## src/rtl/hs_byte_serializer.sv

```systemverilog
// HS transmit byte serializer: frames each burst as HS-zero, sync, payload and trail,
// then splits every byte into even/odd bit pairs for the DDR output stage.
// Optional build macro HS_BYTE_CNT_EN adds the HsByteCnt payload byte counter output.
module hs_byte_serializer #(
    parameter int unsigned HS_ZERO_BYTES = 4,
    parameter int unsigned TRAIL_BYTES   = 2,
    parameter logic [7:0]  SYNC_BYTE     = 8'hB8
) (
    input  logic        TxDDRClkHS,
    input  logic        TxRst_n,
    input  logic        TxRequestHS,
    input  logic [7:0]  TxDataHS,
    output logic        TxReadyHS,
`ifdef HS_BYTE_CNT_EN
    output logic [15:0] HsByteCnt,
`endif
    output logic        serial_B1,
    output logic        serial_B2,
    output logic        deff_en,
    output logic        TxHSActive
);

    typedef enum logic [2:0] {
        ST_IDLE  = 3'd0,
        ST_ZERO  = 3'd1,
        ST_SYNC  = 3'd2,
        ST_DATA  = 3'd3,
        ST_TRAIL = 3'd4
    } state_t;

    localparam logic [7:0] ZERO_LAST  = 8'(HS_ZERO_BYTES - 1);
    localparam logic [7:0] TRAIL_LAST = 8'(TRAIL_BYTES - 1);

    state_t     state_r;
    logic [1:0] phase_r;
    logic [7:0] slot_cnt_r;
    logic [7:0] byte_r;
    logic       last_bit_r;

    // Bit pair {odd, even} of byte b presented in phase p (LSB-first).
    function automatic logic [1:0] pair_of(input logic [7:0] b, input logic [1:0] p);
        case (p)
            2'd0:    return {b[1], b[0]};
            2'd1:    return {b[3], b[2]};
            2'd2:    return {b[5], b[4]};
            2'd3:    return {b[7], b[6]};
            default: return 2'b00;
        endcase
    endfunction

    // Accept strobe: last phase of a sync/data slot while the PPI still requests.
    always_comb begin
        TxReadyHS = 1'b0;
        if (((state_r == ST_SYNC) || (state_r == ST_DATA)) && (phase_r == 2'd3)) begin
            TxReadyHS = TxRequestHS;
        end else begin
            TxReadyHS = 1'b0;
        end
    end

    // Burst FSM; each output is loaded with the value of the slot/phase being entered.
    always_ff @(posedge TxDDRClkHS or negedge TxRst_n) begin
        if (!TxRst_n) begin
            state_r    <= ST_IDLE;
            phase_r    <= 2'd0;
            slot_cnt_r <= 8'd0;
            byte_r     <= 8'd0;
            last_bit_r <= 1'b0;
            serial_B1  <= 1'b0;
            serial_B2  <= 1'b0;
            deff_en    <= 1'b0;
            TxHSActive <= 1'b0;
        end else begin
            case (state_r)
                ST_IDLE: begin
                    phase_r    <= 2'd0;
                    slot_cnt_r <= 8'd0;
                    {serial_B2, serial_B1} <= 2'b00;
                    if (TxRequestHS) begin
                        state_r    <= ST_ZERO;
                        deff_en    <= 1'b1;
                        TxHSActive <= 1'b1;
                    end else begin
                        deff_en    <= 1'b0;
                        TxHSActive <= 1'b0;
                    end
                end
                ST_ZERO: begin
                    phase_r <= phase_r + 2'd1;
                    if ((phase_r == 2'd3) && (slot_cnt_r == ZERO_LAST)) begin
                        state_r    <= ST_SYNC;
                        slot_cnt_r <= 8'd0;
                        {serial_B2, serial_B1} <= pair_of(SYNC_BYTE, 2'd0);
                    end else if (phase_r == 2'd3) begin
                        slot_cnt_r <= slot_cnt_r + 8'd1;
                        {serial_B2, serial_B1} <= 2'b00;
                    end else begin
                        {serial_B2, serial_B1} <= 2'b00;
                    end
                end
                ST_SYNC, ST_DATA: begin
                    phase_r <= phase_r + 2'd1;
                    if ((phase_r == 2'd3) && TxRequestHS) begin
                        state_r <= ST_DATA;
                        byte_r  <= TxDataHS;
                        {serial_B2, serial_B1} <= pair_of(TxDataHS, 2'd0);
                    end else if (phase_r == 2'd3) begin
                        // Trail idles at the inverse of the final transmitted bit.
                        state_r    <= ST_TRAIL;
                        slot_cnt_r <= 8'd0;
                        if (state_r == ST_SYNC) begin
                            last_bit_r <= SYNC_BYTE[7];
                            {serial_B2, serial_B1} <= {~SYNC_BYTE[7], ~SYNC_BYTE[7]};
                        end else begin
                            last_bit_r <= byte_r[7];
                            {serial_B2, serial_B1} <= {~byte_r[7], ~byte_r[7]};
                        end
                    end else if (state_r == ST_SYNC) begin
                        {serial_B2, serial_B1} <= pair_of(SYNC_BYTE, phase_r + 2'd1);
                    end else begin
                        {serial_B2, serial_B1} <= pair_of(byte_r, phase_r + 2'd1);
                    end
                end
                ST_TRAIL: begin
                    phase_r <= phase_r + 2'd1;
                    if ((phase_r == 2'd3) && (slot_cnt_r == TRAIL_LAST)) begin
                        state_r    <= ST_IDLE;
                        slot_cnt_r <= 8'd0;
                        deff_en    <= 1'b0;
                        TxHSActive <= 1'b0;
                        {serial_B2, serial_B1} <= 2'b00;
                    end else if (phase_r == 2'd3) begin
                        slot_cnt_r <= slot_cnt_r + 8'd1;
                        {serial_B2, serial_B1} <= {~last_bit_r, ~last_bit_r};
                    end else begin
                        {serial_B2, serial_B1} <= {~last_bit_r, ~last_bit_r};
                    end
                end
                default: begin
                    state_r    <= ST_IDLE;
                    phase_r    <= 2'd0;
                    slot_cnt_r <= 8'd0;
                    deff_en    <= 1'b0;
                    TxHSActive <= 1'b0;
                    {serial_B2, serial_B1} <= 2'b00;
                end
            endcase
        end
    end

`ifdef HS_BYTE_CNT_EN
    // Payload byte counter: restarts on sync entry, saturates, holds after the burst.
    always_ff @(posedge TxDDRClkHS or negedge TxRst_n) begin
        if (!TxRst_n) begin
            HsByteCnt <= 16'd0;
        end else if ((state_r == ST_ZERO) && (phase_r == 2'd3) && (slot_cnt_r == ZERO_LAST)) begin
            HsByteCnt <= 16'd0;
        end else if (TxReadyHS && (HsByteCnt != 16'hFFFF)) begin
            HsByteCnt <= HsByteCnt + 16'd1;
        end else begin
            HsByteCnt <= HsByteCnt;
        end
    end
`endif

endmodule

```

## config.mk

```make
export PLATFORM = sky130hd
export DESIGN_NAME = hs_byte_serializer
export DESIGN_NICKNAME = d
export VERILOG_FILES = /design/src/rtl/hs_byte_serializer.sv
export SDC_FILE = /design/constraint.sdc
export NUM_CORES = 1
export LEC_CHECK = 0
export CAP_MARGIN = 40
export CELL_PAD_IN_SITES_DETAIL_PLACEMENT = 1
export CELL_PAD_IN_SITES_GLOBAL_PLACEMENT = 1
export CORE_AREA = 2 2 69 65
export CTS_CLUSTER_SIZE = 24
export DETAILED_ROUTE_END_ITERATION = 8
export DIE_AREA = 0 0 71 67
export HOLD_SLACK_MARGIN = 0.12
export PLACE_DENSITY = 0.7
export SLEW_MARGIN = 40
export SYNTH_ARGS = -nofsm -noshare
export SYNTH_HDL_FRONTEND = slang
export SYNTH_SLANG_ARGS = --single-unit
```

## constraint.sdc

```tcl
create_clock -name TxDDRClkHS -period 2.35 [get_ports TxDDRClkHS]
set_clock_uncertainty 0.1 [all_clocks]
set_input_delay 0.705 -clock TxDDRClkHS [delete_from_list [all_inputs] [get_ports TxDDRClkHS]]
set_output_delay 0.705 -clock TxDDRClkHS [all_outputs]
set_load 0.01 [all_outputs]
```

==> flow_summary_export.csv <==
group,metric,value,unit
outcome,status,"finished, final reports clean",
worst_setup_path,cp-start-kind,"flip-flop",
clock_network,cts_made_buffers,3,
global_routing,grt_pass1_wl,5.602,mm
yosys,synth_ff_type,"dfrtp_1",
global_routing,grt_pass1_vias,1203,
power_and_ir_drop,leakage,0.7354,nW
worst_setup_path,path_buf_inv,1,
timing,fin_crit,2037,ps
clock_network,cts_root_buffer,"clkbuf_8",
floorplan,core-area,3991,µm²
floorplan,rows,22,
run,maxCapViolCount,0,
timing,tns,0,ps
floorplan,start_util,34.23,%
layout,layout.nets,177,
yosys,yosysWarnings,0,
yosys,synth-edff-count,0,
layout,fill_cells,445,
global_routing,grt_usage,14.80,%
clock_network,clk_path_buf_depth,2,
timing,hold_violations,0,
worst_setup_path,cp-end-kind,"output port",
place,portBuffers,15,
yosys,ys_seq_elements,23,
global_routing,overflow,0,
clock_network,h-tree-depth,1,
detailed_routing,drt_iter0_drc,29,
place,gp_congestion,0.7886,
worst_setup_path,path_class,"reg2out",
worst_setup_path,slowest_stage,"dfrtp_1",
timing,max-slew-margin-rel,60.29,%
clock_network,cts.clk_slew.worst_paths,90,ps
clock_network,cts_hold_repair.buffers,0,
clock_network,cts_tree,"yes",
detailed_routing,drc,0,
timing,timing.final.ws_setup,313.0,ps
yosys,synth_nets,151,
timing,setup_viol_count_final,0,
floorplan,die_y,67,µm
worst_setup_path,worst-path-max-fanout,4,
global_routing,grt_max_degree,24,
floorplan,dieArea,4757,µm²
worst_setup_path,worst_path_largest_cell_delay,400,ps
clock_network,cts_sinks,23,
place,place_ws,-413.8,ps
yosys,synth_cells,133,
yosys,netlist_area,1366,µm²
detailed_routing,drtPass1Iterations,4,
worst_setup_path,r2r_slack,320,ps
yosys,avgSynthCellArea,10.27,µm²
detailed_routing,vias,1063,
worst_setup_path,cp.arrival,1230,ps
detailed_routing,routed_via_density,5.160,
detailed_routing,ant_nets,0,
timing,fmax,490.9,MHz
layout,area_delta_synth_final,23.90,%
worst_setup_path,cp.required,1540,ps
yosys,synth_seq_area_share,42.12,%
layout,diodes,0,
worst_setup_path,critPathTopFamily,"flip-flops",
timing,fin_crit_sh,86.68,%
detailed_routing,wirelength,3.044,mm
floorplan,io_pins,16,
timing,maxSlewViolCount,0,
timing,rsz0062_at_grt,"no",
detailed_routing,routedWlPerCell,14.78,µm
power_and_ir_drop,p_total,1.557,mW
worst_setup_path,cp_cell_sequence,"ha_1 -> nand2_2 -> nor2_4 -> buf_6",
power_and_ir_drop,peakVddDrop,359.4,µV
yosys,synth_cell_types,42,
power_and_ir_drop,powerDensity,919.8,nW/µm²
yosys,async_flop_share,100.0,%
layout,drive_gt1_share,21.52,%
clock_network,cts_setup_buffers,0,
timing,worstMarginPinSlew,594.1,ps
min_path,worstHoldPathType,"reg2reg",
global_routing,antenna_found_initial,0,
floorplan,fp.dieW,71,µm
clock_network,clk_latency,270,ps
place,dp_hpwl,2.372,mm
[sequential cells by signal (all words and copies together), names as in the netlist]
register	count
byte_r	6
TxHSActive	1
serial_B1	1
last_bit_r	1
state_r	3
phase_r	2
slot_cnt_r	8
serial_B2	1
[per-stage QoR]
| stage | hold WS, ps | util, % | cell area, µm² | cells |
|---|---|---|---|---|
| floorplan | 309.4 | - | 1366 | 133 |
| global placement | 385.7 | 40.91 | 1633 | 202 |
| detailed placement | 407.1 | 40.91 | 1633 | 202 |
| CTS | 428.3 | 42.35 | 1690 | 206 |
| global route | 445.5 | 42.41 | 1693 | 206 |
| finish | 422.7 | 42.41 | 1693 | 206 |
[placed cells by master (no fill, tap or decap), types with 2 or more instances in the layout]
cell	n
buf_4	11
nand2_2	2
mux2_2	7
nor2b_1	3
o21ai_0	2
nor3b_1	3
nor4_4	2
nor2_1	12
o21a_1	2
a22oi_1	2
ha_1	7
nand2_1	8
xnor2_1	3
nand3_1	6
nand2b_1	3
clkdlybuf4s50_1	13
dfrtp_1	23
xor2_1	5
clkbuf_8	3
a21oi_1	6
inv_1	8
mux2i_1	2
a2bb2oi_1	2
[cells by family after synthesis]
kind of cell / Yosys count / share of synthesized area (%)
simple gates: 50 / 22.44
compound gates: 23 / 12.55
flops: 23 / 42.12
buf+inv: 13 / 4.121
mux: 9 / 7.235
xor+xnor: 8 / 5.128
fa+ha+maj: 7 / 6.410
[synth_stat cells, drive strengths merged (3+ instances only)]
master | number | area (µm²)
xnor2 | 3 | 26.28
inv | 8 | 30.03
buf | 4 | 22.52
nor2 | 14 | 57.55
mux2 | 7 | 78.83
xor2 | 5 | 43.79
ha | 7 | 87.58
a21oi | 7 | 38.79
nand2 | 10 | 40.04
nand2b | 3 | 18.77
nor3b | 3 | 22.52
nor2b | 3 | 18.77
nand3 | 6 | 30.03
dfrtp | 23 | 575.6
[cell type report]
type | instances | area, µm² | area share (%)
Multi-Input combinational cell | 97 | 742.0 | 43.83
Sequential cell | 23 | 575.6 | 34.00
Timing Repair Buffer | 26 | 236.5 | 13.97
Tap cell | 48 | 60.06 | 3.548
Clock buffer | 3 | 41.29 | 2.439
Inverter | 8 | 30.03 | 1.774
Clock inverter | 1 | 7.507 | 0.4435
[final timing paths]
| kind | start | endpoint | cells after the start |
|---|---|---|---|
| setup / recovery | phase_r[1] | TxReadyHS | 4 |
| hold / removal | byte_r[2] | byte_r[2] | 1 |
| setup reg to reg | phase_r[1] | slot_cnt_r[1] | 7 |
| hold reg to reg | byte_r[2] | byte_r[2] | 1 |
| max in group asynchronous | TxRst_n | slot_cnt_r[6] | 2 |
| min in group asynchronous | TxRst_n | last_bit_r | 2 |
[power by group]
part,internal [mW],total [mW],switching [mW]
Sequential,0.511,0.601,0.0905
Combinational,0.344,0.694,0.349
Clock,0.120,0.262,0.142
Total,0.975,1.56,0.582
[repair_timing]
| action | CTS | global route |
|---|---|---|
| cloned | 0 | 0 |
| pin swaps | 2 | 2 |
| resized for setup | 7 | 1 |
| setup endpoints to repair | 1 | 1 |
[metal layers]
metal | GRT usage [%] | wire length [µm] | up-vias
met5 | 0 | 0 | -
met2 | 24.88 | 1454 | 10
met1 | 19.37 | 1505 | 532
met3 | 1.362 | 40 | 4
met4 | 6.604 | 44 | 0
li1 | - | - | 517
Power figures use the tool's default switching activity.
